File: src/rtl/rx_cmd_parser.sv
// Command framer between the RX FIFO and the action logic: pops an opcode plus an
// optional 16-bit MSB-first argument and presents one whole command per valid/ready handshake.
module rx_cmd_parser #(
  parameter int unsigned TIMEOUT_CYCLES      = 1000000,
  parameter logic [7:0]  CMD_RESET           = 8'h01,
  parameter logic [7:0]  CMD_TOGGLE_MCP      = 8'h02,
  parameter logic [7:0]  CMD_TOGGLE_READ_CCD = 8'h03,
  parameter logic [7:0]  CMD_OPEN_SHUTTER    = 8'h04,
  parameter logic [7:0]  CMD_CLOSE_SHUTTER   = 8'h05,
  parameter logic [7:0]  CMD_SET_REGISTER    = 8'h06,
  parameter logic [7:0]  CMD_RW_ADCONF       = 8'h07
) (
  input  logic        clk,
  input  logic        rst_n,
  input  logic        rx_rempty,
  input  logic [7:0]  rx_rdata,
  output logic        rx_rinc,
  input  logic        ft_busy,
  output logic        cmd_valid,
  output logic [7:0]  cmd_code,
  output logic [15:0] cmd_arg,
  input  logic        cmd_ready,
  output logic        err_unknown,
  output logic        err_timeout,
  output logic [7:0]  err_count,
  output logic        busy,
  output logic [2:0]  dbg_state
);

  // Handshake: a command transfers on a rising edge where cmd_valid=1 and cmd_ready=1;
  // cmd_valid, cmd_code and cmd_arg hold steady until then and cmd_ready is ignored otherwise.

  typedef enum logic [2:0] {
    IDLE     = 3'd0,
    GUARD_C  = 3'd1,
    WAIT_MSB = 3'd2,
    GUARD_M  = 3'd3,
    WAIT_LSB = 3'd4,
    HOLD     = 3'd5
  } state_e;

  localparam int unsigned TW = (TIMEOUT_CYCLES > 2) ? $clog2(TIMEOUT_CYCLES) : 1;
  localparam logic [TW-1:0] TMO_LAST = TW'(TIMEOUT_CYCLES - 1);

  state_e        state_q, state_d;
  logic [TW-1:0] timer_q, timer_d;
  logic [7:0]    op_q, op_d;
  logic [7:0]    msb_q, msb_d;
  logic          cmd_valid_q, cmd_valid_d;
  logic [7:0]    cmd_code_q, cmd_code_d;
  logic [15:0]   cmd_arg_q, cmd_arg_d;
  logic          err_unknown_q, err_unknown_d;
  logic          err_timeout_q, err_timeout_d;
  logic [7:0]    err_count_q, err_count_d;

  logic pop;
  logic in_frame;
  logic is_noarg;
  logic is_arg;

  always_comb begin
    // Gating with rst_n keeps queued bytes in the FIFO while reset is held.
    pop = rst_n && ((state_q == IDLE) || (state_q == WAIT_MSB) || (state_q == WAIT_LSB))
          && !rx_rempty && !ft_busy && !cmd_valid_q;
    in_frame = (state_q == GUARD_C) || (state_q == WAIT_MSB) ||
               (state_q == GUARD_M) || (state_q == WAIT_LSB);
    is_noarg = (rx_rdata == CMD_RESET) || (rx_rdata == CMD_TOGGLE_MCP) ||
               (rx_rdata == CMD_TOGGLE_READ_CCD) || (rx_rdata == CMD_OPEN_SHUTTER) ||
               (rx_rdata == CMD_CLOSE_SHUTTER);
    is_arg   = (rx_rdata == CMD_SET_REGISTER) || (rx_rdata == CMD_RW_ADCONF);

    state_d       = state_q;
    op_d          = op_q;
    msb_d         = msb_q;
    cmd_valid_d   = cmd_valid_q;
    cmd_code_d    = cmd_code_q;
    cmd_arg_d     = cmd_arg_q;
    err_unknown_d = 1'b0;
    err_timeout_d = 1'b0;
    err_count_d   = err_count_q;
    timer_d       = in_frame ? timer_q + TW'(1) : '0;
    if (pop) timer_d = '0;

    case (state_q)
      IDLE: begin
        if (pop) begin
          if (is_noarg) begin
            cmd_code_d  = rx_rdata;
            cmd_arg_d   = 16'h0000;
            cmd_valid_d = 1'b1;
            state_d     = HOLD;
          end else if (is_arg) begin
            op_d    = rx_rdata;
            state_d = GUARD_C;
          end else begin
            err_unknown_d = 1'b1;
          end
        end
      end
      GUARD_C: state_d = WAIT_MSB;
      WAIT_MSB: begin
        if (pop) begin
          msb_d   = rx_rdata;
          state_d = GUARD_M;
        end
      end
      GUARD_M: state_d = WAIT_LSB;
      WAIT_LSB: begin
        if (pop) begin
          cmd_arg_d   = {msb_q, rx_rdata};
          cmd_code_d  = op_q;
          cmd_valid_d = 1'b1;
          state_d     = HOLD;
        end
      end
      HOLD: begin
        if (cmd_ready) begin
          cmd_valid_d = 1'b0;
          state_d     = IDLE;
        end
      end
      default: state_d = IDLE;
    endcase

    // A pop in the final allowed cycle wins over the timeout.
    if (in_frame && !pop && (timer_q == TMO_LAST)) begin
      err_timeout_d = 1'b1;
      state_d       = IDLE;
      timer_d       = '0;
      op_d          = 8'h00;
      msb_d         = 8'h00;
    end

    if ((err_unknown_d || err_timeout_d) && (err_count_q != 8'hFF))
      err_count_d = err_count_q + 8'd1;
  end

  always_ff @(posedge clk or negedge rst_n) begin
    if (!rst_n) begin
      state_q       <= IDLE;
      timer_q       <= '0;
      op_q          <= 8'h00;
      msb_q         <= 8'h00;
      cmd_valid_q   <= 1'b0;
      cmd_code_q    <= 8'h00;
      cmd_arg_q     <= 16'h0000;
      err_unknown_q <= 1'b0;
      err_timeout_q <= 1'b0;
      err_count_q   <= 8'h00;
    end else begin
      state_q       <= state_d;
      timer_q       <= timer_d;
      op_q          <= op_d;
      msb_q         <= msb_d;
      cmd_valid_q   <= cmd_valid_d;
      cmd_code_q    <= cmd_code_d;
      cmd_arg_q     <= cmd_arg_d;
      err_unknown_q <= err_unknown_d;
      err_timeout_q <= err_timeout_d;
      err_count_q   <= err_count_d;
    end
  end

  assign rx_rinc     = pop;
  assign cmd_valid   = cmd_valid_q;
  assign cmd_code    = cmd_code_q;
  assign cmd_arg     = cmd_arg_q;
  assign err_unknown = err_unknown_q;
  assign err_timeout = err_timeout_q;
  assign err_count   = err_count_q;
  assign busy        = (state_q != IDLE);
  assign dbg_state   = state_q;

endmodule

File: config.mk
export PLATFORM = sky130hd
export DESIGN_NAME = rx_cmd_parser
export DESIGN_NICKNAME = d
export VERILOG_FILES = /design/src/rtl/rx_cmd_parser.sv
export SDC_FILE = /design/constraint.sdc
export NUM_CORES = 1
export LEC_CHECK = 0
export BUFFER_PORTS_ARGS = -buffer_cell sky130_fd_sc_hd__buf_4
export CAP_MARGIN = 20
export CORE_MARGIN = 4
export CORE_UTILIZATION = 60
export DETAILED_ROUTE_END_ITERATION = 8
export GPL_ROUTABILITY_DRIVEN = 0
export PLACE_DENSITY = 0.89
export SETUP_SLACK_MARGIN = 0.1
export SLEW_MARGIN = 10
export SYNTH_ARGS = -nofsm -noshare
export SYNTH_HDL_FRONTEND = slang
export SYNTH_SLANG_ARGS = --single-unit
export TNS_END_PERCENT = 30
File: constraint.sdc
create_clock -name clk -period 4.8 [get_ports clk]
set_clock_uncertainty 0.1 [all_clocks]
set_input_delay 0.96 -clock clk [delete_from_list [all_inputs] [get_ports clk]]
set_output_delay 0.96 -clock clk [all_outputs]
set_load 0.1 [all_outputs]
# Yosys cells after proc, flatten, opt, wreduce, memory -nomap -nowiden
# Cells that the tools add are included.
op_classes:
  add_sub_neg: 2
  mul: 0
  div: 0
  magnitude_cmp: 0
  n_eq_ne: 24
  shift: 0
  muxes: 37
  bitwise_logic: 0
  reduce_logical: 35
ops:
  columns: ["cell", "count"]
  rows:
  - ["$mux W8", 11]
  - ["$mux W20", 3]
  - ["$mux W16", 3]
  - ["$eq A8 B3 Y1 const B", 4]
  - ["$pmux W16 S2", 1]
  - ["$mux W3", 7]
  - ["$add A20 B1 Y20 const B", 1]
  - ["$eq A20 B20 Y1 const B", 1]
  - ["$pmux W3 S6", 1]
  - ["$eq A8 B2 Y1 const B", 2]
  - ["$pmux W8 S2", 1]
  - ["$logic_or A1 B1 Y1", 11]
  - ["$reduce_and A5 Y1", 2]
  - ["$reduce_bool A2 Y1", 5]
  - ["$mux W1", 9]
  - ["$ne A3 B2 Y1 const B", 3]
  - ["$add A8 B1 Y8 const B", 1]
  - ["$eq A8 B1 Y1 const B", 1]
  - ["$ne A2 B2 Y1 const B", 4]
  - ["$ne A8 B8 Y1 const B", 1]
  - ["$reduce_and A4 Y1", 2]
  - ["$logic_and A1 B1 Y1", 7]
  - ["$eq A3 B2 Y1 const B", 2]
  - ["$eq A3 B3 Y1 const B", 2]
  - ["other kinds (9)", 13]
word_totals:
  regBits: 74
  latch_bits: 0
  mem_bits_rw: 0
  mem_bits_ro: 0
  output_inout_bits: 40
  elab_cells: 108
  memories: 0

# Depth between registers and ports, before layout
# Gate-level depths: netlist of run 1.
logic_depth:
  ltp_word: 13
  mapped_depth: 8
  ltp_nobuf: 6

# Least setup slack after synthesis of run 1
# OpenSTA, ideal clock, no wires.
synth_timing:
  path_kind: "input to output"
  start: "input port rx_rempty"
  end: "output port rx_rinc"
  arrival_ns: 3.896
  required_time_ns: 3.740
  slack_ns: -0.156
  cell_stages: 3
  n_path_buf: 1
  cell_sequence: "or4b_1 -> buf_2 -> a211oi_1"
synth_via:
  elab_chain_len: 4
synth_rtl:
  columns: ["item", "line_no", "text"]
  rows:
  - ["start: declaration", "15", "input logic rx_rempty,"]
  - ["$logic_not A1 Y1", "64", "&& !rx_rempty && !ft_busy && !cmd_valid_q;"]
  - ["$logic_and A1 B1 Y1 (3 in a row)", "64", null]
  - ["end: declaration", "17", "output logic rx_rinc,"]
# Every way passes these cells.

# Final worst setup path of run 1
# Same ends and word-level chain as after synthesis.

==> flow_summary.yaml, run 1 <==
status:
  run_status: "complete, no violations"
grt:
  grt_util_all_layers_pct: 21.58
  remaining_global_route_overflow: 0
  grt_pass1_wl_um: 12140
  vias_in_the_first_global_route: 2512
  grt_start_max_net_pins: 75
  grt_antenna_before_repair: 0
routing:
  first_pass_iters: 4
  routed_via_density: 5.493
  routed_wirelength_um: 6953
  routedWlPerCell_um: 15.31
  number_of_remaining_drc_errors: 0
  detailroute.via_count: 2494
  drtIter0Drc: 197
  ant_nets: 0
finish:
  layout-drive-gt1-share_pct: 22.77
  fin_area_um2: 4019
  finalNonFillerCells: 454
  sequential_cell_area_um2: 1852
  multi_input_comb_area_um2: 1440
  synthToLayoutAreaGrowth_pct: 18.57
  n_fill_cell: 392
  layout_net_count: 392
  antenna_cells: 0
  layout.core_utilization_pct: 72.98
sta:
  setup_slack_after_layout_ns: 1.354
  timing_max_transition_violations_final: 0
  rsz0062_at_grt: "no"
  fmaxAchievable_mhz: 290.2
  fin_tns_setup_ns: 0
  timing.slew.headroom_pct: 40.63
  tightestPinTransition_ns: 0.8905
  hold_viol: 0
  report.final.setup_viol: 0
  final.min_clock_period_ns: 3.446
  hold-worst-slack_ns: 0.3703
  layout_worst_path_cycle_share_pct: 71.79
power:
  power_report.internal_total_mw: 1.143
  power_frac_comb_pct: 42.4
  power_mw: 2.198
  seqPwrFrac_pct: 37.6
  power_leakage_nw: 1.927
  max-vdd-ir-drop_mv: 0.3867
  swShare_pct: 48.03
  power.density_nw_per_um2: 547.0
  clock_power_share_pct: 20.0
  switchingPower_mw: 1.056
floorplanning:
  core_area_um2: 5507
  boundary_pins: 53
  die_h_um: 83.16
  floorplan.die.width_um: 83.16
  std_cell_rows: 27
  dieArea_um2: 6916
  initial_core_util_pct: 61.55
yosys:
  synth_cells: 324
  yosys.area.top_type_share_pct: 54.63
  ys_top_cells_by_count: "74 x sky130_fd_sc_hd__dfrtp_1, 52 x sky130_fd_sc_hd__nand2_1, 39 x sky130_fd_sc_hd__nor2_1"
  share_of_the_yosys_chip_area_belonging_to_registers_pct: 54.63
  number_of_synthesized_flops_with_an_enable_pin: 0
  ys.warnings.count: 0
  syn-mean-instance-area_um2: 10.46
  ys_async_sr_fraction_pct: 100.0
  synth.most_common_cell: "sky130_fd_sc_hd__dfrtp_1"
  syn-cell-area_um2: 3390
  synthesis.nets: 339
  synth.area.top_cells: "sky130_fd_sc_hd__dfrtp_1 55%, sky130_fd_sc_hd__nand2_1 5.8%, sky130_fd_sc_hd__mux2i_1 5.0%"
  synth_flop_cell: "sky130_fd_sc_hd__dfrtp_1"
  synth.lib_cells_used.distinct: 47
  area_leader_netlist: "sky130_fd_sc_hd__dfrtp_1"
  synth.ff_latch_count: 74
critical_path:
  worstRegToRegCells: 5
  timing.critical_path.from_type: "input port"
  crit_arrival_ns: 2.39
  ff2ff_setup_slack_ns: 2.37
  worstReg2RegStart: "cmd_valid"
  crit_type: "in2out"
  worstPathMaxFanout: 6
  worst_r2r_endpoint: "cmd_arg[13]"
  worst_setup_path_end_kind: "primary output"
  required_ns: 3.74
place:
  port-buffer-count: 52
  place_area_um2: 3817
  placed_cells: 436
  post-dp-hpwl_um: 4688
  worst_slack_after_detailed_placement_ns: 1.381
min_path:
  min_delay_worst_endpoint: "cmd_arg[5]"
  worst_hold_path.num_cells: 2
  timing.hold.worst.class: "reg2reg"
  timing.hold.worst.start: "cmd_arg[5]"
run:
  max-cap-violations: 0
clocking:
  clock_tree_from_tritoncts: "built"
  ctsRootBufferMaster: "sky130_fd_sc_hd__clkbuf_8"
  post_cts.resized_instances: 0
  postCtsSetupBuffers: 0
  insertion_delay_ns: 0.35
  cts.sinks: 74
  clock_pin_slew_reported_for_the_worst_setup_and_hold_paths_after_clock_tree_synthesis_ns: 0.07
  cts_buffer_depth: 2
  htreeDepth: 3
  postCtsHoldBufs: 0
  cts_made_buffers: 9
==> sequential cells by signal, indices dropped and copies added (netlist names) <==
signal and count:
err_timeout 1, dbg_state 3, err_count 8, op_q 8, cmd_code 8, timer_q 20
err_unknown 1, cmd_arg 16, cmd_valid 1, msb_q 8
==> worst max-delay path, stage by stage <==
cell	delay (ns)
sky130_fd_sc_hd__buf_4	0.10
sky130_fd_sc_hd__or4b_1	0.70
sky130_fd_sc_hd__a211oi_2	0.29
sky130_fd_sc_hd__buf_4	0.33
==> power by group through the flow <==
stage / Combinational (mW) / Clock [mW] / Sequential, mW
after floorplan: 0.261 / 0 / 1.31
after global placement: 0.923 / 0 / 0.831
after detailed placement: 0.936 / 0 / 0.838
after CTS: 0.937 / 0.447 / 0.826
after global routing: 0.974 / 0.475 / 0.842
final: 0.931 / 0.440 / 0.827
==> layout by cell type (no fill, tap or decap), drive strengths merged, types with 7 or more instances in the layout <==
| master | synthesis | layout |
|---|---|---|
| nand2 | 52 | 52 |
| nor3 | 7 | 7 |
| nor2 | 40 | 40 |
| xor2 | 18 | 18 |
| nand3 | 27 | 27 |
| o21ai | 10 | 10 |
| buf | 10 | 56 |
| clkbuf | 5 | 13 |
| mux2i | 17 | 17 |
| xnor2 | 8 | 8 |
| dfrtp | 74 | 74 |
==> per-layer routing <==
| layer | part of all wire (%) | global-route usage (%) |
|---|---|---|
| met1 | 45 | 29.83 |
| met2 | 50 | 33.38 |
| met3 | 4.1 | 6.250 |
| met4 | 0.76 | 6.241 |
| met5 | 0 | 0 |
==> cells by family after synthesis <==
| logic type | count (synthesis) | share of synthesized area [%] |
|---|---|---|
| flip-flops | 74 | 54.63 |
| multiplexers | 18 | 5.352 |
| AO/OA/AOI/OAI | 30 | 8.047 |
| buffers and inverters | 21 | 3.138 |
| adder cells (fa/ha/maj) | 2 | 0.7382 |
| AND/OR/NAND/NOR | 153 | 21.37 |
| XOR/XNOR | 26 | 6.718 |
==> layout make-up <==
type                    instances  share of cell area (%)
clock inverters                 4                  0.6538
clock buffers                  12                   3.861
repair buffers                 57                   10.77
flip-flops and latches         74                   46.08
multi-input cells             229                   35.83
inverters                       6                  0.5604
well taps                      72                   2.242
==> worst max path at each step <==
stage	startpoint	endpoint	cells past startpoint
3_5_place_dp	rx_rempty	rx_rinc	4
3_3_place_gp	rx_rempty	rx_rinc	4
4_1_cts	rx_rempty	rx_rinc	4
2_1_floorplan	rx_rempty	rx_rinc	3
6_report	rx_rempty	rx_rinc	4
5_1_grt	rx_rempty	rx_rinc	4
Power figures use the tool's default switching activity.
==> run 2, diff against run 1 <==
- CORE_UTILIZATION: 60 -> 56
- PLACE_DENSITY: 0.89 -> 0.84
- clock period: 4.8 -> 3.19 ns (I/O delays scaled with it)
==> run 2 against run 1 <==
First-iteration DRC count is 28% lower. Worst hold slack better by 0.0041 ns. Largest power group unchanged. Clock power is 67% higher. Register-to-register slack worse by 1.6 ns. Combinational power is 53% higher. Final cell count is 1.1% higher. Non-clock buffer count is 2 higher. Global-route usage is 0.61 points lower. Utilization is 3.9 points lower. Die area is 6.4% higher. Largest cell class unchanged. Routed wire length is 1.6% higher. Flip-flop and latch count stayed put.
==> flow_summary.yaml, run 2 (same netlist as run 1, synthesis figures left out) <==
critical_path:
  slowest_delay_ns: 0.71
  worstPathMaxFanout: 6
  crit_type: "in2out"
  required_ns: 2.45
  critPathMostFrequentCell: "sky130_fd_sc_hd__buf_4"
  worst_setup_path_end_kind: "primary output"
  timing.critical_path.max_delay_family: "simple AND/OR/NAND/NOR gates"
  crit_arrival_ns: 2.01
  timing.critical_path.from_type: "input port"
  cp.buffers_inverters: 2
  worst_path_max_delay_cell: "sky130_fd_sc_hd__or4b_1"
  critical_path.cell_chain: "buf_4 > or4b_1 > a211oi_4 > buf_4"
routing:
  first_pass_iters: 5
  number_of_remaining_drc_errors: 0
  drtIter0Drc: 142
  routed_wirelength_um: 7063
  detailroute.via_count: 2511
  ant_nets: 0
  routedWlPerCell_um: 15.39
  routed_via_density: 5.471
clocking:
  ctsRootBufferMaster: "sky130_fd_sc_hd__clkbuf_8"
  post_cts.resized_instances: 0
  cts.sinks: 74
  postCtsHoldBufs: 0
  clock_pin_slew_reported_for_the_worst_setup_and_hold_paths_after_clock_tree_synthesis_ns: 0.07
  clock_tree_from_tritoncts: "built"
  insertion_delay_ns: 0.35
  htreeDepth: 3
  cts_made_buffers: 9
  postCtsSetupBuffers: 0
  cts_buffer_depth: 2
floorplanning:
  boundary_pins: 53
  std_cell_rows: 28
  core_area_um2: 5886
  dieArea_um2: 7362
  die_h_um: 85.80
  floorplan.die.width_um: 85.80
  initial_core_util_pct: 57.59
sta:
  rsz0062_at_grt: "no"
  report.final.setup_viol: 0
  layout_worst_path_cycle_share_pct: 86.10
  fmaxAchievable_mhz: 364.1
  timing.slew.headroom_pct: 31.78
  tightestPinTransition_ns: 1.009
  timing_max_transition_violations_final: 0
  hold_viol: 0
  final.min_clock_period_ns: 2.746
  fin_tns_setup_ns: 0
finish:
  layout_common_cells: "74 x sky130_fd_sc_hd__dfrtp_1, 58 x sky130_fd_sc_hd__buf_4, 52 x sky130_fd_sc_hd__nand2_1, 39 x sky130_fd_sc_hd__nor2_1, 27 x sky130_fd_sc_hd__nand3_1"
  synthToLayoutAreaGrowth_pct: 19.90
  final_common_cell: "sky130_fd_sc_hd__dfrtp_1"
  layout-drive-gt1-share_pct: 22.66
  max_flop_register: "timer_q"
  antenna_cells: 0
  layout_net_count: 394
  largest_register_ffs: 20
grt:
  vias_in_the_first_global_route: 2534
  remaining_global_route_overflow: 0
  grt_pass1_wl_um: 12030
  grt_util_all_layers_pct: 20.97
  grt_start_max_net_pins: 75
  grt_antenna_before_repair: 0
status:
  run_status: "complete, no violations"
power:
  max-vdd-ir-drop_mv: 0.8480
  power_leakage_nw: 1.946
  power_mw: 3.400
  seqPwrFrac_pct: 36.7
  power.density_nw_per_um2: 836.6
  power_report.internal_total_mw: 1.811
  power_frac_comb_pct: 41.7
  swShare_pct: 46.74
  switchingPower_mw: 1.589
  clock_power_share_pct: 21.6
min_path:
  timing.hold.worst.class: "reg2reg"
run:
  max-cap-violations: 0
place:
  port-buffer-count: 52
  post-dp-hpwl_um: 4883
[run 2: final cells by class]
| class | instances | area, µm² |
|---|---|---|
| clock buffer | 14 | 162.7 |
| clock inverter | 2 | 35.03 |
| fill | 435 | 1822 |
| inverter | 6 | 22.52 |
| multi-input combinational | 229 | 1448 |
| sequential | 74 | 1852 |
| tap | 75 | 93.84 |
| timing repair buffer | 59 | 450.4 |
[run 2: power by group through the flow]
stage | clock network, mW | logic (mW) | registers (mW)
4_1_cts | 0.739 | 1.43 | 1.25
3_5_place_dp | 0 | 1.43 | 1.27
3_3_place_gp | 0 | 1.40 | 1.26
2_1_floorplan | 0 | 0.398 | 1.96
5_1_grt | 0.784 | 1.49 | 1.27
6_report | 0.733 | 1.42 | 1.25
[run 2: per-layer routing]
metal	track usage [%]	up-vias	part of all wire, %
met5	0	-	0
met4	9.496	0	1.8
met3	4.515	14	4.9
met2	32.34	58	49
met1	28.63	1226	45
li1	-	1213	-
[run 2: path summary, 6_finish.rpt]
check / from / endpoint / slack, ns / cells after the start
setup / recovery: rx_rempty / rx_rinc / 0.44 / 4
hold / removal: cmd_arg[0] / cmd_arg[0] / 0.37 / 2
setup reg to reg: cmd_valid / err_count[1] / 0.80 / 5
hold reg to reg: cmd_arg[0] / cmd_arg[0] / 0.37 / 2
max in group asynchronous: rst_n / timer_q[11] / 1.99 / 2
min in group asynchronous: rst_n / cmd_code[3] / 0.42 / 2
[run 2: tightest hold or removal path, delay by kind of cell (launching register included)]
family,cells,cell delay [ns]
simple gates,2,0.10
flops,1,0.35
[run 2: metrics by stage]
stage	cells	hold WS (ns)	worst slack, ns	instance area [µm²]	util, %
floorplan	324	0.2424	0.1287	3402	-
global placement	442	0.3540	0.4494	3851	65.43
detailed placement	442	0.3605	0.3575	3851	65.43
CTS	458	0.3764	0.4223	4049	68.79
global route	459	0.3971	0.3992	4064	69.05
finish	459	0.3743	0.4436	4064	69.05
==> run 3, diff against run 2 <==
- SETUP_SLACK_MARGIN: 0.1 -> 0.5
==> run 3 against run 2 <==
Routed wire length decreased by 2.0%. Non-clock buffer count shrank 1. Sequential power is essentially flat. Critical path type unchanged. Via count rose by 0.20%.
==> flow_summary.yaml, run 3 (same netlist as run 1, synthesis figures left out) <==
routing:
  routedWlPerCell_um: 15.11
  ant_nets: 0
  number_of_remaining_drc_errors: 0
  first_pass_iters: 5
  detailroute.via_count: 2516
  drtIter0Drc: 140
  routed_wirelength_um: 6922
  routed_via_density: 5.493
grt:
  grt_util_all_layers_pct: 19.68
  grt_pass1_wl_um: 11390
  vias_in_the_first_global_route: 2395
  remaining_global_route_overflow: 0
  grt_start_max_net_pins: 75
  grt_antenna_before_repair: 0
finish:
  layout_common_cells: "70 x sky130_fd_sc_hd__dfrtp_1, 56 x sky130_fd_sc_hd__buf_4, 52 x sky130_fd_sc_hd__nand2_1, 39 x sky130_fd_sc_hd__nor2_1, 27 x sky130_fd_sc_hd__nand3_1"
  final_common_cell: "sky130_fd_sc_hd__dfrtp_1"
  antenna_cells: 0
  fin_area_um2: 4045
  max_flop_register: "timer_q"
  largest_register_ffs: 20
  layout_net_count: 393
  n_fill_cell: 456
  layout-drive-gt1-share_pct: 24.02
  finalNonFillerCells: 458
  synthToLayoutAreaGrowth_pct: 19.34
clocking:
  ctsRootBufferMaster: "sky130_fd_sc_hd__clkbuf_8"
  cts.sinks: 74
  cts_made_buffers: 9
  postCtsHoldBufs: 0
  htreeDepth: 3
  insertion_delay_ns: 0.35
  clock_tree_from_tritoncts: "built"
  clock_pin_slew_reported_for_the_worst_setup_and_hold_paths_after_clock_tree_synthesis_ns: 0.08
  cts_buffer_depth: 2
  post_cts.resized_instances: 0
  postCtsSetupBuffers: 0
status:
  run_status: "complete, no violations"
sta:
  final.min_clock_period_ns: 2.584
  rsz0062_at_grt: "no"
  tightestPinTransition_ns: 0.9030
  timing.slew.headroom_pct: 39.80
  fmaxAchievable_mhz: 387.0
  timing_max_transition_violations_final: 0
  fin_tns_setup_ns: 0
  report.final.setup_viol: 0
  layout_worst_path_cycle_share_pct: 81.01
  hold_viol: 0
critical_path:
  worstRegToRegCells: 6
  worst_setup_path_end_kind: "primary output"
  timing.critical_path.from_type: "input port"
  worst_r2r_endpoint: "err_count[1]"
  required_ns: 2.45
  crit_type: "in2out"
  worstPathMaxFanout: 6
  worstReg2RegStart: "timer_q[0]"
  crit_arrival_ns: 1.85
  ff2ff_setup_slack_ns: 0.87
run:
  max-cap-violations: 0
power:
  power.density_nw_per_um2: 818.5
  power_leakage_nw: 1.922
  max-vdd-ir-drop_mv: 0.6431
min_path:
  timing.hold.worst.class: "in2reg"
  worst_hold_path.num_cells: 2
  min_delay_worst_endpoint: "cmd_valid"
  timing.hold.worst.start: "cmd_ready"
place:
  port-buffer-count: 52
  post-dp-hpwl_um: 4778
  placed_cells: 440
  place_area_um2: 3850
floorplanning:
  std_cell_rows: 28
  core_area_um2: 5886
  die_h_um: 85.80
  dieArea_um2: 7362
  boundary_pins: 53
  initial_core_util_pct: 57.59
  floorplan.die.width_um: 85.80
## run 3: layer usage
layer	vias up	GRT usage, %	share of wire [%]
met5	-	0	0
met2	69	31.14	47
met3	15	3.554	6.0
met1	1222	26.76	45
li1	1210	-	-
met4	0	8.633	1.8
## run 3: per-stage QoR
stage / util (%) / setup slack [ns] / hold slack [ns] / power (mW)
6_report: 68.73 / 0.6059 / 0.3789 / 3.311
5_1_grt: 68.73 / 0.5764 / 0.3825 / 3.447
4_1_cts: 68.39 / 0.5964 / 0.3725 / 3.332
3_5_place_dp: 65.41 / 0.4129 / 0.3644 / 2.680
3_3_place_gp: 65.41 / 0.4738 / 0.3526 / 2.657
2_1_floorplan: - / 0.3301 / 0.2424 / 2.375
## run 3: how the worst max path moves through the flow
stage | from | to | slack (ns) | depth (start not counted)
after detailed placement | rx_rdata[5] | cmd_code[6] | 0.41 | 6
final | rx_rempty | rx_rinc | 0.61 | 4
after CTS | rx_rempty | rx_rinc | 0.60 | 4
after global routing | cmd_valid | rx_rinc | 0.58 | 3
after global placement | rx_rdata[5] | cmd_code[5] | 0.47 | 6
after floorplan | rx_rempty | rx_rinc | 0.33 | 3
## run 3: where the power goes
part           leakage [nW]  switching (mW)  internal (mW)
registers             0.996           0.145           1.10
clock network        0.0867           0.324          0.325
logic                 0.839            1.11          0.302
total                  1.92            1.58           1.73
## run 3: layout make-up
type                            instances  area (µm²)  share of cell area (%)
Clock buffer                           14       162.7                   4.021
Timing Repair Buffer                   58       440.4                   10.89
Tap cell                               75       93.84                   2.320
Sequential cell                        74        1857                   45.90
Multi-Input combinational cell        229        1456                   36.00
Clock inverter                          2       12.51                  0.3093
Inverter                                6       22.52                  0.5568
## run 3: critical path, cell delays in order
cell and delay, ns:
sky130_fd_sc_hd__buf_4 0.11, sky130_fd_sc_hd__or4b_4 0.60, sky130_fd_sc_hd__a211oi_4 0.18, sky130_fd_sc_hd__buf_4 0.32
